### config.mk
export PLATFORM = sky130hd
export DESIGN_NAME = ft601_ctrl_flat
export DESIGN_NICKNAME = d
export VERILOG_FILES = /design/src/rtl/ft601_pkg.sv /design/src/rtl/ft601_ctrl_if.sv /design/src/rtl/ft601_skid.sv /design/src/rtl/ft601_ctrl.sv /design/src/flat_wrapper.sv
export SDC_FILE = /design/constraint.sdc
export NUM_CORES = 1
export LEC_CHECK = 0
export CAP_MARGIN = 5
export CORE_ASPECT_RATIO = 2
export CORE_MARGIN = 8
export CORE_UTILIZATION = 68
export DETAILED_ROUTE_END_ITERATION = 7
export DONT_BUFFER_PORTS = 1
export PLACE_DENSITY_LB_ADDON = 0.08
export RECOVER_POWER = 100
export SYNTH_ARGS = -nofsm -noshare
export SYNTH_HDL_FRONTEND = slang
export SYNTH_SLANG_ARGS = --single-unit
### constraint.sdc
create_clock -name clk -period 4 [get_ports clk]
set_input_delay 1.2 -clock clk [delete_from_list [all_inputs] [get_ports clk]]
set_output_delay 1.2 -clock clk [all_outputs]
set_load 0.05 [all_outputs]
### src/rtl/ft601_pkg.sv
// Shared types and widths for the FT601 245-sync FIFO controller.
package ft601_pkg;

  localparam int WORD_W  = 32;
  localparam int BE_W    = 4;
  localparam int ENTRY_W = WORD_W + BE_W;

  typedef enum logic [2:0] {
    ST_IDLE  = 3'd0,
    ST_RD_OE = 3'd1,
    ST_RD    = 3'd2,
    ST_WR    = 3'd3,
    ST_TURN  = 3'd4
  } ft601_state_e;

  // Burst counter increment that sticks at all-ones.
  function automatic logic [7:0] sat_inc8(input logic [7:0] v);
    return (v == 8'hFF) ? v : v + 8'd1;
  endfunction

endpackage

### src/rtl/ft601_ctrl_if.sv
// Chip-side bus plus rx/tx user streams of the FT601 controller.
interface ft601_ctrl_if;
  import ft601_pkg::*;

  logic              rxf_n;
  logic              txe_n;
  logic              oe_n;
  logic              rd_n;
  logic              wr_n;
  logic              siwu_n;
  logic              bus_oe;
  logic [WORD_W-1:0] data_in;
  logic [BE_W-1:0]   be_in;
  logic [WORD_W-1:0] data_out;
  logic [BE_W-1:0]   be_out;

  logic [WORD_W-1:0] rx_data;
  logic [BE_W-1:0]   rx_be;
  logic              rx_valid;
  logic              rx_ready;

  logic [WORD_W-1:0] tx_data;
  logic [BE_W-1:0]   tx_be;
  logic              tx_valid;
  logic              tx_ready;

  modport master (
    input  rxf_n, txe_n, data_in, be_in, rx_ready, tx_data, tx_be, tx_valid,
    output oe_n, rd_n, wr_n, siwu_n, bus_oe, data_out, be_out,
           rx_data, rx_be, rx_valid, tx_ready
  );

  modport slave (
    output rxf_n, txe_n, data_in, be_in, rx_ready, tx_data, tx_be, tx_valid,
    input  oe_n, rd_n, wr_n, siwu_n, bus_oe, data_out, be_out,
           rx_data, rx_be, rx_valid, tx_ready
  );

endinterface

### src/rtl/ft601_skid.sv
// Receive skid buffer: synchronous FIFO of {be, data} entries with occupancy.
module ft601_skid
  import ft601_pkg::*;
#(
  parameter  int DEPTH = 4,
  localparam int AW    = $clog2(DEPTH),
  localparam int OW    = AW + 1
) (
  input  logic               clk,
  input  logic               reset_n,
  input  logic               i_wr_en,
  input  logic [ENTRY_W-1:0] i_wr_data,
  input  logic               i_rd_ready,
  output logic [ENTRY_W-1:0] o_rd_data,
  output logic               o_rd_valid,
  output logic [OW-1:0]      o_occ
);

  logic [ENTRY_W-1:0] r_mem [DEPTH];
  logic [AW-1:0]      r_wr_ptr;
  logic [AW-1:0]      r_rd_ptr;
  logic [OW-1:0]      r_occ;
  logic               w_full;
  logic               w_push;
  logic               w_pop;

  assign w_full     = (r_occ == OW'(DEPTH));
  assign w_push     = i_wr_en && !w_full;
  assign o_rd_valid = (r_occ != '0);
  assign w_pop      = o_rd_valid && i_rd_ready;
  assign o_rd_data  = r_mem[r_rd_ptr];
  assign o_occ      = r_occ;

  // Storage array, written on push.
  always_ff @(posedge clk) begin
    if (w_push) begin
      r_mem[r_wr_ptr] <= i_wr_data;
    end
  end

  // Pointers and occupancy.
  always_ff @(posedge clk) begin
    if (!reset_n) begin
      r_wr_ptr <= '0;
      r_rd_ptr <= '0;
      r_occ    <= '0;
    end else begin
      if (w_push) r_wr_ptr <= r_wr_ptr + AW'(1);
      if (w_pop)  r_rd_ptr <= r_rd_ptr + AW'(1);
      case ({w_push, w_pop})
        2'b10:   r_occ <= r_occ + OW'(1);
        2'b01:   r_occ <= r_occ - OW'(1);
        default: r_occ <= r_occ;
      endcase
    end
  end

endmodule

### src/rtl/ft601_ctrl.sv
// FT601 245-sync FIFO master with alternating RD/WR burst arbitration.
// Optional FT601_CTRL_STATS_EN adds rx_words/tx_words transfer counters.
module ft601_ctrl
  import ft601_pkg::*;
#(
  parameter int MAX_BURST  = 64,
  parameter int SKID_DEPTH = 4
) (
  input logic          clk,
  input logic          reset_n,
  ft601_ctrl_if.master bus
`ifdef FT601_CTRL_STATS_EN
  ,
  output logic [31:0]  rx_words,
  output logic [31:0]  tx_words
`endif
);

  localparam int              OCC_W       = $clog2(SKID_DEPTH) + 1;
  localparam logic [7:0]      C_MAX_BURST = 8'(MAX_BURST);
  localparam logic [OCC_W-1:0] C_RD_HIGH  = OCC_W'(SKID_DEPTH - 2);
  localparam logic [OCC_W-1:0] C_RD_ENTRY = OCC_W'(1);

  ft601_state_e       r_state;
  ft601_state_e       w_state_nxt;
  logic               r_oe_n;
  logic               r_rd_n;
  logic               r_bus_oe;
  logic               r_rd_pri;
  logic [7:0]         r_burst;
  logic [7:0]         w_burst_inc;
  logic               w_burst_done;
  logic               w_burst_clr;
  logic               w_oe_n_nxt;
  logic               w_rd_n_nxt;
  logic               w_bus_oe_nxt;
  logic               w_rd_fire;
  logic               w_wr_fire;
  logic               w_rd_req;
  logic               w_wr_req;
  logic [OCC_W-1:0]   w_occ;
  logic [ENTRY_W-1:0] w_skid_data;
  logic               w_skid_valid;

  ft601_skid #(.DEPTH(SKID_DEPTH)) u_skid (
    .clk        (clk),
    .reset_n    (reset_n),
    .i_wr_en    (w_rd_fire),
    .i_wr_data  ({bus.be_in, bus.data_in}),
    .i_rd_ready (bus.rx_ready),
    .o_rd_data  (w_skid_data),
    .o_rd_valid (w_skid_valid),
    .o_occ      (w_occ)
  );

  // A word is taken from the chip on every edge where the registered rd_n is low.
  assign w_rd_fire    = !r_rd_n && !bus.rxf_n;
  assign w_rd_req     = !bus.rxf_n && (w_occ <= C_RD_ENTRY);
  assign w_wr_req     = bus.tx_valid && !bus.txe_n;
  assign w_burst_inc  = sat_inc8(r_burst);
  assign w_burst_done = (w_burst_inc >= C_MAX_BURST);
  assign w_burst_clr  = (r_state == ST_IDLE) &&
                        ((w_state_nxt == ST_RD_OE) || (w_state_nxt == ST_WR));

  assign bus.rx_data  = w_skid_data[WORD_W-1:0];
  assign bus.rx_be    = w_skid_data[ENTRY_W-1:WORD_W];
  assign bus.rx_valid = w_skid_valid;
  assign bus.oe_n     = r_oe_n;
  assign bus.rd_n     = r_rd_n;
  assign bus.bus_oe   = r_bus_oe;
  assign bus.wr_n     = !w_wr_fire;
  assign bus.tx_ready = w_wr_fire;
  assign bus.data_out = bus.tx_data;
  assign bus.be_out   = bus.tx_be;
  assign bus.siwu_n   = 1'b1;

  // State register, registered strobes, burst counter and arbitration priority.
  always_ff @(posedge clk) begin
    if (!reset_n) begin
      r_state  <= ST_IDLE;
      r_oe_n   <= 1'b1;
      r_rd_n   <= 1'b1;
      r_bus_oe <= 1'b0;
      r_rd_pri <= 1'b1;
      r_burst  <= 8'd0;
    end else begin
      r_state  <= w_state_nxt;
      r_oe_n   <= w_oe_n_nxt;
      r_rd_n   <= w_rd_n_nxt;
      r_bus_oe <= w_bus_oe_nxt;
      if (w_burst_clr) begin
        r_burst <= 8'd0;
      end else if (w_rd_fire || w_wr_fire) begin
        r_burst <= w_burst_inc;
      end else begin
        r_burst <= r_burst;
      end
      // The direction that just finished loses the next tie.
      if ((r_state == ST_RD) && (w_state_nxt == ST_TURN)) begin
        r_rd_pri <= 1'b0;
      end else if ((r_state == ST_WR) && (w_state_nxt == ST_TURN)) begin
        r_rd_pri <= 1'b1;
      end else begin
        r_rd_pri <= r_rd_pri;
      end
    end
  end

  // Next-state decision.
  always_comb begin
    w_state_nxt = ST_IDLE;
    case (r_state)
      ST_IDLE: begin
        if (w_rd_req && (!w_wr_req || r_rd_pri)) begin
          w_state_nxt = ST_RD_OE;
        end else if (w_wr_req) begin
          w_state_nxt = ST_WR;
        end else begin
          w_state_nxt = ST_IDLE;
        end
      end
      ST_RD_OE: w_state_nxt = ST_RD;
      ST_RD: begin
        // Exiting on a high-water skid still keeps this edge's word (room for it exists).
        if (bus.rxf_n || (w_rd_fire && w_burst_done) || (w_occ >= C_RD_HIGH)) begin
          w_state_nxt = ST_TURN;
        end else begin
          w_state_nxt = ST_RD;
        end
      end
      ST_WR: begin
        if (!w_wr_fire || w_burst_done) begin
          w_state_nxt = ST_TURN;
        end else begin
          w_state_nxt = ST_WR;
        end
      end
      ST_TURN: w_state_nxt = ST_IDLE;
      default: w_state_nxt = ST_IDLE;
    endcase
  end

  // Output decode from the next state, plus the combinational write strobe.
  always_comb begin
    w_oe_n_nxt   = 1'b1;
    w_rd_n_nxt   = 1'b1;
    w_bus_oe_nxt = 1'b0;
    w_wr_fire    = (r_state == ST_WR) && bus.tx_valid && !bus.txe_n;
    case (w_state_nxt)
      ST_RD_OE: w_oe_n_nxt = 1'b0;
      ST_RD: begin
        w_oe_n_nxt = 1'b0;
        w_rd_n_nxt = 1'b0;
      end
      ST_WR:    w_bus_oe_nxt = 1'b1;
      default: begin
        w_oe_n_nxt   = 1'b1;
        w_rd_n_nxt   = 1'b1;
        w_bus_oe_nxt = 1'b0;
      end
    endcase
  end

`ifdef FT601_CTRL_STATS_EN
  logic [31:0] r_rx_words;
  logic [31:0] r_tx_words;

  // Wrapping chip-side transfer counters.
  always_ff @(posedge clk) begin
    if (!reset_n) begin
      r_rx_words <= 32'd0;
      r_tx_words <= 32'd0;
    end else begin
      if (w_rd_fire) r_rx_words <= r_rx_words + 32'd1;
      if (w_wr_fire) r_tx_words <= r_tx_words + 32'd1;
    end
  end

  assign rx_words = r_rx_words;
  assign tx_words = r_tx_words;
`endif

endmodule

### src/flat_wrapper.sv
// flat-port wrapper written by rule: the top's interface ports become plain ports
module ft601_ctrl_flat import ft601_pkg::*;
#(
  parameter int MAX_BURST  = 64,
  parameter int SKID_DEPTH = 4
)
  (clk, reset_n, bus_rxf_n, bus_txe_n, bus_data_in, bus_be_in, bus_rx_ready, bus_tx_data, bus_tx_be, bus_tx_valid, bus_oe_n, bus_rd_n, bus_wr_n, bus_siwu_n, bus_bus_oe, bus_data_out, bus_be_out, bus_rx_data, bus_rx_be, bus_rx_valid, bus_tx_ready);
  ft601_ctrl_if bus_i ();
  input logic clk;
  input logic reset_n;
  input wire logic [$bits(bus_i.rxf_n)-1:0] bus_rxf_n;
  input wire logic [$bits(bus_i.txe_n)-1:0] bus_txe_n;
  input wire logic [$bits(bus_i.data_in)-1:0] bus_data_in;
  input wire logic [$bits(bus_i.be_in)-1:0] bus_be_in;
  input wire logic [$bits(bus_i.rx_ready)-1:0] bus_rx_ready;
  input wire logic [$bits(bus_i.tx_data)-1:0] bus_tx_data;
  input wire logic [$bits(bus_i.tx_be)-1:0] bus_tx_be;
  input wire logic [$bits(bus_i.tx_valid)-1:0] bus_tx_valid;
  output wire logic [$bits(bus_i.oe_n)-1:0] bus_oe_n;
  output wire logic [$bits(bus_i.rd_n)-1:0] bus_rd_n;
  output wire logic [$bits(bus_i.wr_n)-1:0] bus_wr_n;
  output wire logic [$bits(bus_i.siwu_n)-1:0] bus_siwu_n;
  output wire logic [$bits(bus_i.bus_oe)-1:0] bus_bus_oe;
  output wire logic [$bits(bus_i.data_out)-1:0] bus_data_out;
  output wire logic [$bits(bus_i.be_out)-1:0] bus_be_out;
  output wire logic [$bits(bus_i.rx_data)-1:0] bus_rx_data;
  output wire logic [$bits(bus_i.rx_be)-1:0] bus_rx_be;
  output wire logic [$bits(bus_i.rx_valid)-1:0] bus_rx_valid;
  output wire logic [$bits(bus_i.tx_ready)-1:0] bus_tx_ready;
  assign bus_i.rxf_n = bus_rxf_n;
  assign bus_i.txe_n = bus_txe_n;
  assign bus_i.data_in = bus_data_in;
  assign bus_i.be_in = bus_be_in;
  assign bus_i.rx_ready = bus_rx_ready;
  assign bus_i.tx_data = bus_tx_data;
  assign bus_i.tx_be = bus_tx_be;
  assign bus_i.tx_valid = bus_tx_valid;
  assign bus_oe_n = bus_i.oe_n;
  assign bus_rd_n = bus_i.rd_n;
  assign bus_wr_n = bus_i.wr_n;
  assign bus_siwu_n = bus_i.siwu_n;
  assign bus_bus_oe = bus_i.bus_oe;
  assign bus_data_out = bus_i.data_out;
  assign bus_be_out = bus_i.be_out;
  assign bus_rx_data = bus_i.rx_data;
  assign bus_rx_be = bus_i.rx_be;
  assign bus_rx_valid = bus_i.rx_valid;
  assign bus_tx_ready = bus_i.tx_ready;
  ft601_ctrl #(.MAX_BURST(MAX_BURST), .SKID_DEPTH(SKID_DEPTH)) u_core (.clk(clk), .reset_n(reset_n), .bus(bus_i));
endmodule
## Yosys cells after proc, flatten, opt, wreduce, memory -nomap -nowiden

Memories as Yosys holds them, arrays and structs flattened. A register that Yosys moved wholly into a read port is not among the register bits.
Index checks and enable logic that the tools add are counted.

- Word-level logic and storage cells: 76
- RAM bits: 144
- Register bits after elaboration: 22
- Output and inout port bits: 79
- Bits of input ports: 78
- Memories: 1

- Add/subtract/negate cells: 5
- Equality and inequality tests: 11
- Mux-type cells: 16
- Bitwise logic cells: 1
- Reduce and logical (&&, ||, !) cells: 30
- Magnitude comparators: 3

Memories:

| memory | words | bits a word | read ports | clocked after Yosys merged registers in | write ports | line | text |
|---|---|---|---|---|---|---|---|
| u_core.u_skid.r_mem | 4 | 36 | 1 | 1 | 1 | ft601_skid.sv:19 | `logic [ENTRY_W-1:0] r_mem [DEPTH];` |

Operator list:

| cell | number |
|---|---|
| equality test 3 x 2 -> 1 bit (second input constant) | 4 |
| logical AND 1 bit | 12 |
| case mux 3 bit (4 select lines) | 1 |
| two-way mux 3 bit | 3 |
| adder 8 x 1 -> 8 bit (second input constant) | 1 |
| equality test 8 bit (second input constant) | 1 |
| >= comparator 8 x 7 -> 1 bit (second input constant) | 1 |
| two-way mux 8 bit | 1 |
| two-way mux 1 bit | 7 |
| equality test 3 x 1 -> 1 bit (second input constant) | 2 |
| equality test 3 bit (second input constant) | 2 |
| zero test 1 bit | 6 |
| logical OR 1 bit | 6 |
| two-way mux 2 bit | 3 |
| case mux 3 bit (2 select lines) | 1 |
| adder 2 x 1 -> 2 bit (second input constant) | 2 |
| nonzero test 2 bit | 2 |
| OR reduction 2 bit | 2 |
| adder 3 x 1 -> 3 bit (second input constant) | 1 |
| >= comparator 3 x 2 -> 1 bit (second input constant) | 1 |
| <= comparator 3 x 1 -> 1 bit (second input constant) | 1 |
| zero test 3 bit | 1 |
| nonzero test 3 bit | 1 |
| subtractor 3 x 1 -> 3 bit (second input constant) | 1 |
| other kinds (3) | 3 |

## Logic depth before layout (Yosys ltp)

Gate-level depths: netlist (run 1).

- Depth after elaboration: 12
- Mapped depth: 8

## Hierarchy

From an unflattened synthesis (run 1), not the netlist that was laid out.

- Cell total of the unflattened synthesis: 375
- Area, all modules: 6877.8 µm²

Modules (own cells, without submodules):

| module | area an instance (µm²) | cells an instance | instances |
|---|---|---|---|
| ft601_skid | 5740.5 | 239 | 1 |
| ft601_ctrl | 1137.3 | 136 | 1 |

## Worst setup path after synthesis (run 1)

OpenSTA, ideal clock, no wires.

- Path kind: in2out
- Start: in bus_tx_valid
- End: out bus_tx_ready
- Arrival time: 2365 ps
- Stages: 3
- Buffers on the path: 0
- Slack: 435 ps
- Data required time: 2800 ps
- Path through: nor2b_1 -> nand3_1 -> inv_1

- Word-level cells in the longest chain between the ends: 2

RTL lines:

| item | line | text |
|---|---|---|
| start, declared | flat_wrapper.sv:18 | `input wire logic [$bits(bus_i.tx_valid)-1:0] bus_tx_valid;` |
| logical AND 1 bit (2 in a row) | ft601_ctrl.sv:148 | `w_wr_fire = (r_state == ST_WR) && bus.tx_valid && !bus.txe_n;` |
| end, declared | flat_wrapper.sv:29 | `output wire logic [$bits(bus_i.tx_ready)-1:0] bus_tx_ready;` |

No other way between the ends.

## Worst setup path after layout (run 1)

Ends and elaborated chain as after synthesis.

==> results of run 1 <==
-- state kept, by name, summed over array words and instances (netlist names), named ones only --
signal and count:
u_core.bus.bus_oe 1, u_core.bus.oe_n 1, u_core.bus.rd_n 1, u_core.r_burst 8
u_core.r_rd_pri 1, u_core.r_state 3, u_core.u_skid.o_occ 3, u_core.u_skid.r_mem 144
u_core.u_skid.r_rd_ptr 2, u_core.u_skid.r_wr_ptr 2
-- power groups by stage --
stage / Clock, mW / Sequential (mW) / Combinational [mW]
after floorplan: 0 / 2.02 / 0.566
after global placement: 0 / 2.05 / 0.494
after detailed placement: 0 / 2.05 / 0.503
after CTS: 1.58 / 2.01 / 0.506
after global routing: 1.65 / 2.02 / 0.520
final: 1.55 / 2.01 / 0.492
-- cell usage in the layout, fill, tap and decap left out, drive strengths merged, types with 2 or more instances in the layout --
| cell type | Yosys | layout |
|---|---|---|
| a21oi | 9 | 9 |
| a31o | 2 | 2 |
| clkinvlp | 0 | 2 |
| nand2 | 15 | 15 |
| and3 | 4 | 4 |
| buf | 45 | 3 |
| xor2 | 6 | 6 |
| clkbuf | 4 | 22 |
| mux2i | 2 | 2 |
| nor3 | 3 | 3 |
| nand4 | 2 | 2 |
| clkinv | 0 | 3 |
| inv | 6 | 14 |
| mux4 | 36 | 36 |
| nand3 | 9 | 9 |
| and2 | 12 | 12 |
| xnor2 | 4 | 4 |
| edfxtp | 144 | 144 |
| nor2b | 2 | 2 |
| nor2 | 14 | 14 |
| nand2b | 4 | 4 |
| dfxtp | 24 | 24 |
| ha | 11 | 11 |
| o21ai | 4 | 4 |
-- Yosys cell counts, drive strengths merged --
| cell type | n | area (um2) |
|---|---|---|
| a21oi | 9 | 63.8 |
| o21a | 1 | 7.51 |
| clkbuf | 4 | 15.0 |
| edfxtp | 144 | 4320 |
| o2111a | 1 | 11.3 |
| a21boi | 1 | 7.51 |
| conb | 1 | 3.75 |
| nand2b | 4 | 25.0 |
| nor3 | 3 | 20.0 |
| ha | 11 | 138 |
| o21bai | 1 | 11.3 |
| o32a | 1 | 22.5 |
| dfxtp | 24 | 480 |
| nor2 | 14 | 70.1 |
| nor2b | 2 | 12.5 |
| and4b | 1 | 10.0 |
| a211oi | 1 | 12.5 |
| a2111oi | 1 | 15.0 |
| buf | 45 | 325 |
| a221o | 1 | 10.0 |
| o32ai | 1 | 8.76 |
| nand2 | 15 | 58.8 |
| and2 | 12 | 76.3 |
| nand3 | 9 | 57.6 |
| or2b | 1 | 7.51 |
| inv | 6 | 22.5 |
| nor3b | 1 | 7.51 |
| a31o | 2 | 26.3 |
| mux2i | 2 | 20.0 |
| o21ai | 4 | 23.8 |
| and3 | 4 | 33.8 |
| xor2 | 6 | 52.6 |
| mux4 | 36 | 811 |
| and2b | 1 | 7.51 |
| xnor2 | 4 | 35.0 |
| nand4 | 2 | 12.5 |
| or3 | 1 | 6.26 |
-- layer usage --
layer  routed length, um  global-route usage [%]  part of all wire, %  vias to the layer above
li1                    -                       -                    -                     1378
met2                6210                    29.4                   51                      176
met5                   0                       0                    0                        -
met3                1530                    12.2                   13                       20
met4                 215                    7.36                  1.8                        0
met1                4200                    20.7                   35                     1570
-- final cells by class --
| cell class | count | area, um2 |
|---|---|---|
| Timing Repair Buffer | 7 | 51.3 |
| Inverter | 6 | 22.5 |
| Tap cell | 135 | 169 |
| Fill cell | 615 | 2680 |
| Sequential cell | 168 | 4810 |
| Clock inverter | 14 | 139 |
| Multi-Input combinational cell | 154 | 1650 |
| Clock buffer | 18 | 429 |
-- worst max-delay path, cell delays in order --
cell,delay (ns)
nor2b_1,0.14
nand3_1,0.11
clkbuf_1,0.55
inv_1,0.45
-- metrics by stage --
stage / setup WS, ns / instance area, um2
final: 0.351 / 7270
after CTS: 0.641 / 7320
after global routing: 0.289 / 7270
after global placement: 0.754 / 6750
after detailed placement: 0.690 / 6750
after floorplan: 0.435 / 6850
-- cell families after synthesis --
family / count (synthesis) / synth area share [%]
buffers and inverters: 55 / 5.29
adder cells (fa/ha/maj): 11 / 2.01
multiplexers: 38 / 12.1
AO/OA/AOI/OAI: 24 / 3.21
AND/OR/NAND/NOR: 70 / 5.92
flip-flops: 168 / 70.1
XOR/XNOR: 10 / 1.28
other: 1 / 0.0547
-- how the worst max path moves through the flow --
stage	end	slack [ns]	cells after the start
floorplan	bus_tx_ready	0.43	3
global placement	bus_tx_ready	0.75	4
detailed placement	bus_tx_ready	0.69	4
CTS	bus_rx_data[2]	0.64	2
global route	u_core.u_skid.r_mem[0][31]$_DFFE_PP_	0.29	5
finish	bus_tx_ready	0.35	4
==> results.yml, run 1 <==
timing:
  worstMarginPinSlew_ns: 1.25
  timing.hold.ws_ns: 0.546
  tns_ns: 0
  period_minus_slack_ns: 3.65
  fin_crit_sh_pct: 91.2
  max_freq_mhz: 274
  max_slew_margin_pct: 16.5
  slew_violations: 0
  finClkSkew_ns: 0.00726
  rsz0062_at_grt: "no"
  setup_viol: 0
  hold_viol_final: 0
global_route:
  grt_usage_pct: 19.1
  grt_first_pass_wirelength_um: 18600
  grt_pass1_vias: 3323
  grt_max_degree: 37
  antenna_found_initial: 0
  gr-total-overflow: 0
cts:
  cts_buffers: 17
  post_cts_buffers: 0
  hold_buffers: 0
  cts_resized: 0
  cts_buffer_depth: 2
  htreeDepth: 4
  root_buffer: "clkbuf_16"
  cts_tree: "yes"
  clk-insertion-delay-late_ns: 0.42
  clk_pin_slew_worst_paths_ns: 0.06
  cts_sinks: 168
hold_path:
  min_to: "u_core.u_skid.o_occ[2]$_SDFFE_PN0P_"
  whs_path_depth: 2
  hold_start: "u_core.u_skid.o_occ[2]$_SDFFE_PN0P_"
  hold_class: "reg2reg"
yosys:
  synth.distinct_cells: 51
  syn_avg_cell_area_um2: 18.2
  ys_seq_area_share_pct: 70.1
  syn_inst: 377
  synth_nets: 466
  synth_seq_cells: 168
  yosysWarnings: 0
  synth_area_um2: 6850
worst_setup_path:
  crit_type: "in2out"
  startpoint: "bus_tx_valid"
  cp_max_fo: 3
  r2r_cells: 5
  cp.arrival_ns: 2.45
  worst-r2r-setup-slack_ns: 0.58
  crit_path_start_kind: "input port"
  timing.rr.end: "u_core.u_skid.r_mem[0][25]$_DFFE_PP_"
  cp.required_ns: 2.80
  worstSetupEndpointType: "primary output"
  rr_startpoint: "u_core.u_skid.o_occ[0]$_SDFFE_PN0P_"
power_and_ir_drop:
  seq_power_share_pct: 49.6
  share_comb_of_total_power_pct: 12.1
  p_per_area_nw_per_um2: 558
  max-vdd-ir-drop_mv: 0.581
  internal-power_mw: 2.98
  p_sw_share_pct: 26.6
  power_mw: 4.05
  power_frac_clock_pct: 38.3
  power_switching_mw: 1.08
  p_leak_nw: 2.30
place:
  port_buffers: 0
  place_congestion: 0.920
  dp.cells: 470
  post-dp-hpwl_um: 7920
detailed_routing:
  vias: 3144
  drtIter0Drc: 195
  antenna_left: 0
  wire_per_inst_um: 24.2
  drc: 0
  wirelength_um: 12200
  dr.pass1.iters: 4
  viasPerCell: 6.26
finish:
  drive_gt1_share_pct: 25.1
  final_cells: 502
  area_delta_synth_final_pct: 6.10
  fin_nets: 443
  post-route-util_pct: 73.0
  diodes: 0
floorplan:
  die_w_um: 87.0
  start_util_pct: 68.8
  die_area_um2: 13700
  ioPinCount: 157
  fp.dieH_um: 158
  rows: 52
  fp.coreArea_um2: 9950
job:
  cap_violations: 0
run_status:
  status: "finished clean"
Note: power is estimated with default switching activity, not from simulation.
==> run 2, diff against run 1 <==
- CTS_CLUSTER_DIAMETER: default -> 60
- SETUP_SLACK_MARGIN: default -> 0.15
==> results of run 2 <==
Final layout, timing and power as in run 1 (identical DEF).
